$ cat src/rtl/lcd_cmd_arb.sv
// lcd_cmd_arb: two-host round-robin command arbiter/sequencer for the 6x6 LCD
// display controller. Issues one command at a time on lcd_cmd/lcd_cmd_valid,
// streams the owner's 36-byte image from the shared image memory for Load,
// and routes the controller's display window back to the owning host.
//
// Ports:
//   clk, reset            clock, asynchronous active-high reset
//   req0/1, cmd0/1        level requests with 3-bit command codes
//   ack0/1, err0/1, done0/1  one-cycle status pulses per requester
//   out_valid0/1, out_data   display bytes routed to the owner
//   mem_sel, mem_addr, mem_rdata  image memory read port (bank = owner)
//   lcd_cmd, lcd_cmd_valid, lcd_datain  controller command/data
//   lcd_busy, lcd_dataout, lcd_output_valid  controller status/display
//
// state       | meaning
// ------------+-------------------------------------------------------------
// S_IDLE      | arbitrate when controller idle; illegal commands rejected here
// S_ISSUE     | one-cycle command strobe and ack to the owner
// S_LOAD      | stream IMG_BYTES image bytes from the owner's bank
// S_WAIT_BUSY | wait for the controller to raise busy after a non-Load command
// S_WAIT_DONE | wait for busy to fall, then report done (and err if short)
module lcd_cmd_arb #(
   parameter int IMG_BYTES = 36,
   parameter int WIN_BYTES = 9
) (
   input  logic       clk,
   input  logic       reset,
   input  logic       req0,
   input  logic       req1,
   input  logic [2:0] cmd0,
   input  logic [2:0] cmd1,
   output logic       ack0,
   output logic       ack1,
   output logic       err0,
   output logic       err1,
   output logic       done0,
   output logic       done1,
   output logic       out_valid0,
   output logic       out_valid1,
   output logic [7:0] out_data,
   output logic       mem_sel,
   output logic [5:0] mem_addr,
   input  logic [7:0] mem_rdata,
   output logic [2:0] lcd_cmd,
   output logic       lcd_cmd_valid,
   output logic [7:0] lcd_datain,
   input  logic       lcd_busy,
   input  logic [7:0] lcd_dataout,
   input  logic       lcd_output_valid
);

   typedef enum logic [2:0] {
      S_IDLE,
      S_ISSUE,
      S_LOAD,
      S_WAIT_BUSY,
      S_WAIT_DONE
   } state_t;

   localparam logic [5:0] LAST_ADDR = 6'(IMG_BYTES - 1);
   localparam logic [3:0] WIN_CNT   = 4'(WIN_BYTES);
   localparam logic [2:0] CMD_LOAD  = 3'd1;

   state_t     state_q, state_d;
   logic       owner_q, owner_d;
   logic       last_q, last_d;
   logic [2:0] cmd_q, cmd_d;
   logic       cmd_valid_q, cmd_valid_d;
   logic [1:0] ack_q, ack_d;
   logic [1:0] err_q, err_d;
   logic [1:0] done_q, done_d;
   logic [5:0] addr_q, addr_d;
   logic [3:0] count_q, count_d;

   logic       in_xfer;
   logic       routed;
   logic [3:0] count_inc;
   logic       win;
   logic [2:0] win_cmd;

   always_comb begin
      in_xfer   = (state_q == S_LOAD) || (state_q == S_WAIT_BUSY) || (state_q == S_WAIT_DONE);
      routed    = lcd_output_valid & in_xfer;
      count_inc = (routed && (count_q != 4'hF)) ? count_q + 4'd1 : count_q;
      win       = (req0 & req1) ? ~last_q : req1;
      win_cmd   = win ? cmd1 : cmd0;

      state_d     = state_q;
      owner_d     = owner_q;
      last_d      = last_q;
      cmd_d       = cmd_q;
      cmd_valid_d = 1'b0;
      ack_d       = 2'b00;
      err_d       = 2'b00;
      done_d      = 2'b00;
      addr_d      = addr_q;
      count_d     = count_inc;

      case (state_q)
         S_IDLE: begin
            // Skip the cycle in which an ack/done pulse is visible: the host
            // has not had a chance to drop or change its request yet.
            if (!lcd_busy && (ack_q == 2'b00) && (done_q == 2'b00) && (req0 | req1)) begin
               ack_d[win] = 1'b1;
               if (win_cmd[2:1] == 2'b11) begin
                  err_d[win] = 1'b1;
                  last_d     = win;
               end else begin
                  owner_d     = win;
                  cmd_d       = win_cmd;
                  cmd_valid_d = 1'b1;
                  state_d     = S_ISSUE;
               end
            end
         end
         S_ISSUE: begin
            addr_d  = 6'd0;
            state_d = (cmd_q == CMD_LOAD) ? S_LOAD : S_WAIT_BUSY;
         end
         S_LOAD: begin
            if (addr_q == LAST_ADDR) begin
               addr_d  = 6'd0;
               state_d = S_WAIT_DONE;
            end else begin
               addr_d = addr_q + 6'd1;
            end
         end
         S_WAIT_BUSY: begin
            if (lcd_busy) state_d = S_WAIT_DONE;
         end
         S_WAIT_DONE: begin
            if (!lcd_busy) begin
               done_d[owner_q] = 1'b1;
               err_d[owner_q]  = (count_inc != WIN_CNT);
               last_d          = owner_q;
               count_d         = 4'd0;
               state_d         = S_IDLE;
            end
         end
         default: state_d = S_IDLE;
      endcase
   end

   always_ff @(posedge clk or posedge reset) begin
      if (reset) begin
         state_q     <= S_IDLE;
         owner_q     <= 1'b0;
         last_q      <= 1'b1;
         cmd_q       <= 3'd0;
         cmd_valid_q <= 1'b0;
         ack_q       <= 2'b00;
         err_q       <= 2'b00;
         done_q      <= 2'b00;
         addr_q      <= 6'd0;
         count_q     <= 4'd0;
      end else begin
         state_q     <= state_d;
         owner_q     <= owner_d;
         last_q      <= last_d;
         cmd_q       <= cmd_d;
         cmd_valid_q <= cmd_valid_d;
         ack_q       <= ack_d;
         err_q       <= err_d;
         done_q      <= done_d;
         addr_q      <= addr_d;
         count_q     <= count_d;
      end
   end

   assign ack0          = ack_q[0];
   assign ack1          = ack_q[1];
   assign err0          = err_q[0];
   assign err1          = err_q[1];
   assign done0         = done_q[0];
   assign done1         = done_q[1];
   assign out_valid0    = routed & ~owner_q;
   assign out_valid1    = routed & owner_q;
   assign out_data      = lcd_dataout;
   assign mem_sel       = owner_q;
   assign mem_addr      = addr_q;
   assign lcd_cmd       = cmd_q;
   assign lcd_cmd_valid = cmd_valid_q;
   assign lcd_datain    = (state_q == S_LOAD) ? mem_rdata : 8'h00;

endmodule

$ cat config.mk
export PLATFORM = sky130hd
export DESIGN_NAME = lcd_cmd_arb
export DESIGN_NICKNAME = d
export VERILOG_FILES = /design/src/rtl/lcd_cmd_arb.sv
export SDC_FILE = /design/constraint.sdc
export NUM_CORES = 1
export LEC_CHECK = 0
export CAP_MARGIN = 20
export CELL_PAD_IN_SITES_DETAIL_PLACEMENT = 0
export CELL_PAD_IN_SITES_GLOBAL_PLACEMENT = 2
export CORE_UTILIZATION = 21
export CTS_CLUSTER_DIAMETER = 50
export DETAILED_ROUTE_END_ITERATION = 10
export GPL_TIMING_DRIVEN = 0
export PLACE_DENSITY_LB_ADDON = 0.1
export SYNTH_ARGS = -nofsm -noshare
export SYNTH_HDL_FRONTEND = slang
export SYNTH_SLANG_ARGS = --single-unit
$ cat constraint.sdc
create_clock -name clk -period 1.65 [get_ports clk]
set_input_delay 0.165 -clock clk [delete_from_list [all_inputs] [get_ports clk]]
set_output_delay 0.165 -clock clk [all_outputs]
set_load 0.01 [all_outputs]
==> flow_summary_export.csv, run 1 <==
group,metric,value,unit
run_status,status,"finished with violations",
run_status,violations,"negative setup slack",
synth,synth_ff_type,"dfrtp_1",
power_and_ir_drop,leakagePower,1.09,nW
sta,period_minus_slack,1.69,ns
synth,synth_xor_area_frac,0.0181,
synth,synth_fa_ha_area_frac,0.0172,
synth,synth-simple-area-share,0.267,
synth,syn_area,1460,sq um
setup_path,cp_top_family,"buffers and inverters",
route,firstDrtPassIters,4,
power_and_ir_drop,switchingPower,0.00136,W
final_layout,diodes,0,
synth,postSynthAreaPerCell,9.45,sq um
synth,netlist_instances,154,
sta,setup_viol,8,
sta,rsz0062_at_grt,"yes",
floorplan,rows,29,
clock_network,cts.sinks,25,
setup_path,crit_buf_inv,3,
floorplan,die_area,7270,sq um
placed_design,finalWeightedCongestion,0.742,
clock_network,clk_path_buf_depth,2,
setup_path,timing.rr.end,"err_q[1]$_DFF_PP0_",
synth,synth_compound_area_frac,0.139,
route,wirelength,4.45,mm
power_and_ir_drop,p_sw_frac,0.372,
power_and_ir_drop,clockPowerShare,0.105,
floorplan,die_h,85.2,um
route,vias_per_cell,4.59,
final_layout,fin_util,0.392,
setup_path,r2r_setup_slack,0,ns
setup_path,r2r_start,"state_q[0]$_DFFE_PP0P_",
clock_network,cts_tree,"done",
power_and_ir_drop,ir_worst_vdd,516,uV
route,detail-route-antenna-nets,0,
sta,tightest_slew,0.512,ns
grt,overflow,0,
setup_path,crit_type,"reg2out",
power_and_ir_drop,seqPwrFrac,0.268,
clock_network,cts_hold_buf,0,
grt,track_usage,0.120,
floorplan,die_x,85.2,um
placed_design,dpl.hpwl,3.09,mm
floorplan,initial_utilization,0.223,
synth,synth_mux_area_frac,0.0533,
final_layout,layout_common_cells,"44 x clkdlybuf4s50_1, 27 x buf_4, 22 x dfrtp_1, 14 x buf_6, 13 x nor2_1",
final_layout,mostFrequentLayoutCell,"clkdlybuf4s50_1",
clock_network,htree_levels,1,
sta,hold_ws,0.202,ns
setup_path,cp-start-kind,"flip-flop",
setup_path,slowest_delay,0.38,ns
sta,slew_headroom,0.658,
final_layout,drive_above_1_share,0.377,
sta,slew_viol_final,0,
setup_path,crit_chain,"buf_6 > nor3b_4 > buf_4 > o21ai_4 > nor2_1 > buf_2",
grt,grt_pass1_wl,6.87,mm
clock_network,cts_root_buf,"clkbuf_8",
setup_path,worstPathRequired,1.48,ns
run,cap_violations,0,
synth,synth_nets,184,
synth,ys_async_sr_fraction,1.00,
sta,fin_ws,-0.0443,ns
power_and_ir_drop,power_density,1430,nW/um^2
floorplan,core,6530,sq um
clock_network,insertion_delay,0.28,ns
setup_path,critPathArrivalTime,1.53,ns
sta,fmax,590,MHz
setup_path,r2r.worst_path.cells,7,
grt,antenna_found_initial,0,
grt,grt_max_degree,26,
clock_network,path_clk_slew,0.10,ns
setup_path,slowest_stage,"dfrtp_1",
sta,skew,0.0110,ns
sta,final_hold_viol_count,0,
synth,synth_edf_count,0,
final_layout,nets,270,
grt,grt_pass1_vias,1440,
power_and_ir_drop,combPwrFrac,0.627,
route,drc,0,
final_layout,synthToLayoutAreaGrowth,75.8,%
power_and_ir_drop,internal-power,0.00230,W
synth,synth.distinct_cells,44,
min_path,min_path_type,"in2async",
synth,synth_top_family_by_area,"simple AND/OR/NAND/NOR gates",
synth,ys_ff_latch,25,
placed_design,post-place-ws,-0.454,ns
setup_path,crit_fanout,5,
sta,min_period_over_period,1.03,
synth,seq_area_frac_synth,0.431,
route,routedWlPerCell,14.1,um
route,drt_iter0_markers,37,
floorplan,ios,63,
placed_design,portBuffers,54,
synth,yosysWarnings,0,
setup_path,crit_path_end_kind,"primary output",
clock_network,cts_buffers,3,
route,vias,1450,
[synth_stat cells (3+ instances only)]
cell type,count,area share
nand3_1,5,0.017
o21ai_0,6,0.021
mux2_2,5,0.039
nand2b_1,6,0.026
nand2_1,9,0.023
and2_1,11,0.047
dfrtp_1,24,0.41
buf_4,9,0.046
a21oi_1,4,0.014
nand4_1,3,0.013
inv_1,6,0.015
nor3_1,3,0.010
nor2_1,14,0.036
o21ai_1,5,0.017
a22o_1,3,0.018
nor2b_1,5,0.021
[kinds of logic (layout without fill, tap and decap cells)]
kind of cell             count (synthesis)  count (layout)
AO/OA/AOI/OAI                           30              30
buffers and inverters                   19             104
multiplexers                             7               7
adder cells (fa/ha/maj)                  2               2
AND/OR/NAND/NOR                         68              68
XOR/XNOR                                 3               3
flip-flops                              25              25
[final cells by class]
cell class | instances | area [sq um]
Fill cell | 678 | 3970
Multi-Input combinational cell | 110 | 868
Timing Repair Buffer | 81 | 786
Sequential cell | 25 | 629
Buffer | 13 | 106
Tap cell | 77 | 96.3
Clock buffer | 3 | 41.3
Inverter | 6 | 22.5
Clock inverter | 1 | 7.51
[worst max path at each step]
stage / start / end / slack (ns) / depth (start not counted)
finish: state_q[0]$_DFFE_PP0P_ / out_valid0 / -0.04 / 6
global route: state_q[0]$_DFFE_PP0P_ / lcd_datain[5] / -0.10 / 6
CTS: state_q[0]$_DFFE_PP0P_ / lcd_datain[1] / -0.05 / 6
detailed placement: state_q[0]$_DFFE_PP0P_ / lcd_datain[1] / -0.45 / 5
global placement: state_q[0]$_DFFE_PP0P_ / lcd_datain[1] / -0.44 / 5
floorplan: count_q[0]$_DFF_PP0_ / err_q[0]$_DFF_PP0_ / 0.04 / 6
[power by group through the flow]
stage	clock network [W]	logic, W	registers, W
6_report	0.000385	0.00230	0.000982
5_1_grt	0.000433	0.00248	0.00101
4_1_cts	0.000404	0.00193	0.000982
3_5_place_dp	0	0.00152	0.000992
3_3_place_gp	0	0.00150	0.000986
2_1_floorplan	0	0.000879	0.000994
[worst register-to-register path, cell delays in order, from the launching register on]
cell and delay (ns):
dfrtp_1 0.38, buf_6 0.13, nor3b_4 0.26, o21a_4 0.17, buf_6 0.11, nor3b_1 0.04, o32a_1 0.36, o21ai_1 0.13
[registers in the layout, summed over array words and instances (netlist names)]
| signal | count |
|---|---|
| count_q | 4 |
| mem_sel | 1 |
| err_q | 2 |
| lcd_cmd_valid | 1 |
| ack_q | 2 |
| last_q | 1 |
| mem_addr | 6 |
| done_q | 2 |
| lcd_cmd | 3 |
| state_q | 3 |
[layer usage]
layer	routed length, um	GRT usage	up-vias
met4	36	0.0370	0
met3	182	0.0331	4
met2	2220	0.210	32
met5	0	0	-
met1	2010	0.144	711
li1	-	-	703
[stage by stage]
step                      cell area [sq um]  cells  setup TNS (ns)  power, W
after floorplan                        1460    154               0   0.00187
after global placement                 2090    285           -5.79   0.00249
after detailed placement               2090    285           -6.23   0.00252
after CTS                              2340    306          -0.247   0.00332
after global routing                   2560    316          -0.905   0.00393
final                                  2560    316          -0.129   0.00366
[what timing repair did]
action	CTS	global route
gates cloned	0	0
resized for setup	69	24
buffers inserted	17	9
endpoints found under the setup margin	20	23
pin swaps	15	12
Note: power is estimated with default switching activity, not from simulation.
==> run 2: changes to the inputs <==
- HOLD_SLACK_MARGIN: not set -> 0.02
==> results of run 2 <==
Final layout, timing and power as in run 1 (identical DEF).
==> RTL change 1, RTL diff (settings of run 1) <==
Take the reset off `addr_q` and load it in a clocked block of its own.
--- a/src/rtl/lcd_cmd_arb.sv
+++ b/src/rtl/lcd_cmd_arb.sv
@@ -151,7 +151,6 @@
          ack_q       <= 2'b00;
          err_q       <= 2'b00;
          done_q      <= 2'b00;
-         addr_q      <= 6'd0;
          count_q     <= 4'd0;
       end else begin
          state_q     <= state_d;
@@ -162,9 +161,12 @@
          ack_q       <= ack_d;
          err_q       <= err_d;
          done_q      <= done_d;
-         addr_q      <= addr_d;
          count_q     <= count_d;
       end
+   end
+
+   always_ff @(posedge clk) begin
+      addr_q <= addr_d;
    end
 
    assign ack0          = ack_q[0];
Formal check against the unedited RTL: differs if reset is asserted again (counterexample within 4 cycles, from zero or initial values and one cycle with reset high); with reset held inactive, the same outputs for 10 cycles.
==> RTL change 1 against run 1 <==
  * The run still ends with negative setup slack left
  * Total power grew 11%
  * Final area grew 4.1%
  * Synthesized area grew 9.5%
  * Critical endpoint is now lcd_datain[6]
  * Final cell count grew 4.1%
  * Setup slack gained 0.0040 ns
  * Sequential cell count is the same
  * First-iteration DRC count grew 5.4%
  * Global-route usage is essentially flat
  * Hold slack gained 0.038 ns
  * Via count shrank 0.97%
  * Wire length grew 3.3%
  * Highest routed layer unchanged
==> RTL change 1: results (changes against run 1) <==
| Metric | Value |
|---|---|
| Status | `complete, but fails checks (unchanged)` |
| Failing checks | `negative setup slack (unchanged)` |
| Routed len/inst | `13.96 um (was 14.07 um)` |
| Non-Filler Instances | `329 (was 316)` |
| Crit-path slowest cell | `dfrtp_2 (was dfrtp_1)` |
| Clk_lat worst skew | `0.27 ns` |
| Post-Synth Adder-Cell Area | `1.570% (was 1.720%)` |
| DP HPWL | `3237 um (was 3092 um)` |
| EDFF count, synth | `6 (was 0)` |
| Drt initial violations | `39 (was 37)` |
| HP Class | `in -> reg (was in -> async)` |
| Static leakage | `0.001090 uW (was 0.001091 uW)` |
| Fraction of layout cells with a size suffix above 1 | `40.00% (was 37.66%)` |
| Post-CTS sizing | `67 (was 69)` |
| Input/output buffers | `53 (was 54)` |
| Placer Congestion | `0.7775 (was 0.7418)` |
| Largest net degree at the start of global routing | `20 (was 26)` |
| Crit path max fanout | `6 (was 5)` |
| Num CTS Buffers | `3 (unchanged)` |
| Gate Count Post-Synth | `146 (was 154)` |
| Post-Place Cells | `298 (was 285)` |
| TNS Setup | `-0.3343 ns (was -0.1286 ns)` |
| Final setup violation count | `11 (was 8)` |
| Sw frac | `38.11% (was 37.19%)` |
| Synthesis Warnings | `0 (unchanged)` |
| Mux cell area share after synthesis | `8.556% (was 5.331%)` |
| Final Skew | `0.002883 ns (was 0.01102 ns)` |
| GR Util All Layers | `12.09% (was 12.05%)` |
| Delay-heaviest family, CP | `simple AND/OR/NAND/NOR gates (was buffers and inverters)` |
| Share of the synthesized area in the top cell type | `28.26% (was 41.27%)` |
| Most frequent cells after synthesis | `18 x dfrtp_1, 14 x nor2_1, 12 x nand2_1, 10 x buf_4, 8 x and2_1 (was 24 x dfrtp_1, 14 x nor2_1, 11 x and2_1, 9 x buf_4, 9 x nand2_1)` |
| Top post-synthesis cells by area | `dfrtp_1 28%, edfxtp_1 11%, buf_4 4.7% (was dfrtp_1 41%, and2_1 4.7%, buf_4 4.6%)` |
| Fillers | `755 (was 678)` |
| Syn Nets | `176 (was 184)` |
| Final WS setup | `-0.04031 ns (was -0.04429 ns)` |
| DP Worst Slack | `-0.3921 ns (was -0.4538 ns)` |
| Synth unique cells | `51 (was 44)` |
| Worst slew margin | `45.28% (was 65.84%)` |
| Crit path largest cell delay | `0.41 ns (was 0.38 ns)` |
| Global-route wire length before repair | `7189 um (was 6865 um)` |
| Layout net count | `261 (was 270)` |
| Post-Synth XOR/XNOR Area | `3.297% (was 1.806%)` |
| Peak supply drop | `0.0004770 V (was 0.0005160 V)` |
| Post-synthesis sequential area ratio | `41.21% (was 43.08%)` |
| Setup bufs post-CTS | `21 (was 17)` |
| Asr flop ratio synth | `76.00% (was 100.0%)` |
| Placed cell area | `2248 um2 (was 2092 um2)` |
| DR vias | `1,436 (was 1,450)` |
## RTL change 1: cell types whose count changed in the layout (fill, tap and decap cells not counted), sizes merged, moves of 3 or more
cell	run 1	this run
and2	11	8
nor2b	5	2
o21ai	11	3
nand2	9	12
o211ai	0	5
inv	6	2
dfrtp	24	18
edfxtp	0	6
a22o	3	0
nand3	5	2
nand2b	6	2
## RTL change 1: power by group through the flow
stage / Sequential [uW] / Clock (uW) / Combinational (uW)
5_1_grt: 1280 / 441 / 2640
3_5_place_dp: 1230 / 0 / 1840
4_1_cts: 1230 / 411 / 2260
2_1_floorplan: 1240 / 0 / 1050
6_report: 1240 / 384 / 2440
3_3_place_gp: 1220 / 0 / 1820
## RTL change 1: worst paths after layout
| check | from | endpoint | slack, ns | cells past startpoint |
|---|---|---|---|---|
| max | state_q[2] | lcd_datain[6] | -0.04 | 5 |
| min | lcd_busy | done_q[0] | 0.24 | 2 |
| max reg2reg | state_q[0] | lcd_cmd[1] | -0.03 | 5 |
| min reg2reg | lcd_cmd[2] | lcd_cmd[2] | 0.56 | 1 |
| max in group asynchronous | reset | count_q[0] | 0.74 | 2 |
| min in group asynchronous | reset | lcd_cmd_valid | 0.35 | 2 |
## RTL change 1: cell type report
class                   instances  area [um2]  area share [%]
plain buffers                  12       93.84           3.524
clock buffers                   3       41.29           1.551
clock inverters                 1       7.507          0.2820
inverters                       2       7.507          0.2820
multi-input cells             106       962.2           36.14
flip-flops and latches         25       659.4           24.77
well taps                      99       123.9           4.652
repair buffers                 81       767.0           28.81
## RTL change 1: per-layer routing
| layer | track usage [%] | wire, um | share of wire, % |
|---|---|---|---|
| met1 | 14.60 | 1968 | 43 |
| met2 | 21.30 | 2338 | 51 |
| met3 | 2.401 | 238 | 5.2 |
| met4 | 4.329 | 47 | 1.0 |
| met5 | 0 | 0 | 0 |
==> RTL change 2, RTL diff (flow settings as in run 1) <==
Without the edit above. Change the parameter `IMG_BYTES` from 36 to 32.
--- a/src/rtl/lcd_cmd_arb.sv
+++ b/src/rtl/lcd_cmd_arb.sv
@@ -20,7 +20,7 @@
 // S_WAIT_BUSY | wait for the controller to raise busy after a non-Load command
 // S_WAIT_DONE | wait for busy to fall, then report done (and err if short)
 module lcd_cmd_arb #(
-   parameter int IMG_BYTES = 36,
+   parameter int IMG_BYTES = 32,
    parameter int WIN_BYTES = 9
 ) (
    input  logic       clk,
Behaviour: no difference found for any inputs over 10 cycles, from zero or initial values and one cycle with reset high; that may be too few to reach the edited logic, so the function may still have changed.
==> RTL change 2 against run 1 <==
  * The run still ends with negative setup slack left
  * Total power decreased by 1.2%
  * Final cell count increased by 12%
  * Hold slack got worse by 0.016 ns
  * Sequential share of layout area decreased by 0.22 points
  * Synthesized area increased by 10%
  * Clock skew decreased by 0.0020 ns
  * Fmax decreased by 13%
  * Final area increased by 1.3%
  * Sequential power increased by 8%
  * Sequential cell count unchanged
  * Wire length increased by 9.8%
  * Setup slack got worse by 0.25 ns
  * Largest cell class is now multi-input gates
==> RTL change 2: results (changes against run 1) <==
| Metric | Value |
|---|---|
| Status | `complete, but fails checks (unchanged)` |
| Failing checks | `negative setup slack (unchanged)` |
| Crit-path slowest cell | `or4_4 (was dfrtp_1)` |
| Fillers | `741 (was 678)` |
| Post-Place Cells | `330 (was 285)` |
| Syn Nets | `207 (was 184)` |
| Syn Area/Cell | `9.084 um2 (was 9.449 um2)` |
| DP HPWL | `3345 um (was 3092 um)` |
| Drt first pass iters | `4 (unchanged)` |
| FF-to-FF path depth | `4 (was 7)` |
| Main synth FF type | `dfrtp_1 (unchanged)` |
| Global-route wire length before repair | `7521 um (was 6865 um)` |
| Crit path max fanout | `3 (was 5)` |
| Root buf cell | `clkbuf_8 (unchanged)` |
| Synth unique cells | `53 (was 44)` |
| Routed len/inst | `13.75 um (was 14.07 um)` |
| Non-Filler Instances | `355 (was 316)` |
| Drt initial violations | `58 (was 37)` |
| Most frequent cells after synthesis | `24 x dfrtp_1, 20 x nand2_1, 10 x o21ai_0, 9 x nor2_1 (was 24 x dfrtp_1, 14 x nor2_1, 11 x and2_1, 9 x buf_4, 9 x nand2_1)` |
| Peak supply drop | `0.0006218 V (was 0.0005160 V)` |
| Vias per inst | `4.577 (was 4.589)` |
| TNS Setup | `-1.302 ns (was -0.1286 ns)` |
| Number of global-route vias before repair | `1,550 (was 1,440)` |
| Final setup violation count | `8 (unchanged)` |
| Top post-synthesis cells by area | `dfrtp_1 37%, nand2_1 4.7%, buf_4 3.7% (was dfrtp_1 41%, and2_1 4.7%, buf_4 4.6%)` |
| Worst slew pin tran | `0.6981 ns (was 0.5119 ns)` |
| Final WS setup | `-0.2930 ns (was -0.04429 ns)` |
| DP Worst Slack | `-0.7808 ns (was -0.4538 ns)` |
| Placer Congestion | `0.7069 (was 0.7418)` |
| Layout net count | `287 (was 270)` |
| GR Util All Layers | `12.47% (was 12.05%)` |
| Static leakage | `0.001125 uW (was 0.001091 uW)` |
| Post-synthesis sequential area ratio | `38.99% (was 43.08%)` |
| Ant. Diodes | `0 (unchanged)` |
| Fraction of layout cells with a size suffix above 1 | `30.47% (was 37.66%)` |
| Placed cell area | `2283 um2 (was 2092 um2)` |
| HP Class | `in -> async (unchanged)` |
| Final Skew | `0.009040 ns (was 0.01102 ns)` |
| Crit path largest cell delay | `0.54 ns (was 0.38 ns)` |
| Critical path arrival | `2.12 ns (was 1.53 ns)` |
| Synthesis-to-layout area growth | `61.17% (was 75.75%)` |
RTL change 2: cell families (layout without fill, tap and decap cells):
| group | after synthesis | after routing | share of synthesized area, % |
|---|---|---|---|
| compound gates | 47 | 47 | 20.39 |
| xor+xnor | 1 | 1 | 0.5448 |
| fa+ha+maj | 2 | 2 | 1.556 |
| buf+inv | 20 | 99 | 6.615 |
| flops | 25 | 25 | 38.99 |
| mux | 8 | 8 | 5.759 |
| simple gates | 74 | 74 | 26.15 |
RTL change 2: critical path: cells and delay by family, from the launching register on:
family | cells | cell delay, ns
muxes | 1 | 0.31
and+or+nand+nor | 3 | 1.14
DFF | 1 | 0.39
RTL change 2: area by class of cell:
type,count,area share [%]
Multi-Input combinational cell,132,37.32
Timing Repair Buffer,77,26.90
Sequential cell,25,24.38
Tap cell,99,4.780
Buffer,14,4.104
Clock buffer,3,1.593
Inverter,4,0.5794
Clock inverter,1,0.3380
RTL change 2: worst paths after layout:
check                            from         end  slack (ns)
min in group clk              cmd1[1]  lcd_cmd[1]        0.50
setup reg to reg             ack_q[1]     mem_sel       -0.29
hold reg to reg            lcd_cmd[0]  lcd_cmd[0]        0.56
max in group asynchronous       reset      last_q        0.93
hold / removal                  reset  count_q[2]        0.19
setup / recovery             ack_q[1]     mem_sel       -0.29
RTL change 2: per-layer routing:
layer	GRT usage [%]	part of all wire (%)
met1	16.18	48
met2	20.82	46
met3	2.031	5.0
met4	4.618	1.4
met5	0	0
RTL change 2: timing repair:
item                                    in CTS  in global routing
buffers inserted                            16                  8
hold endpoints to repair                     0                  0
endpoints found under the setup margin      27                 24
pin swaps                                   11                  4
resized for setup                           67                 14
RTL change 2: power by group:
part	switching [uW]	internal [uW]
Sequential	233	825
Clock	231	178
Combinational	1020	1140
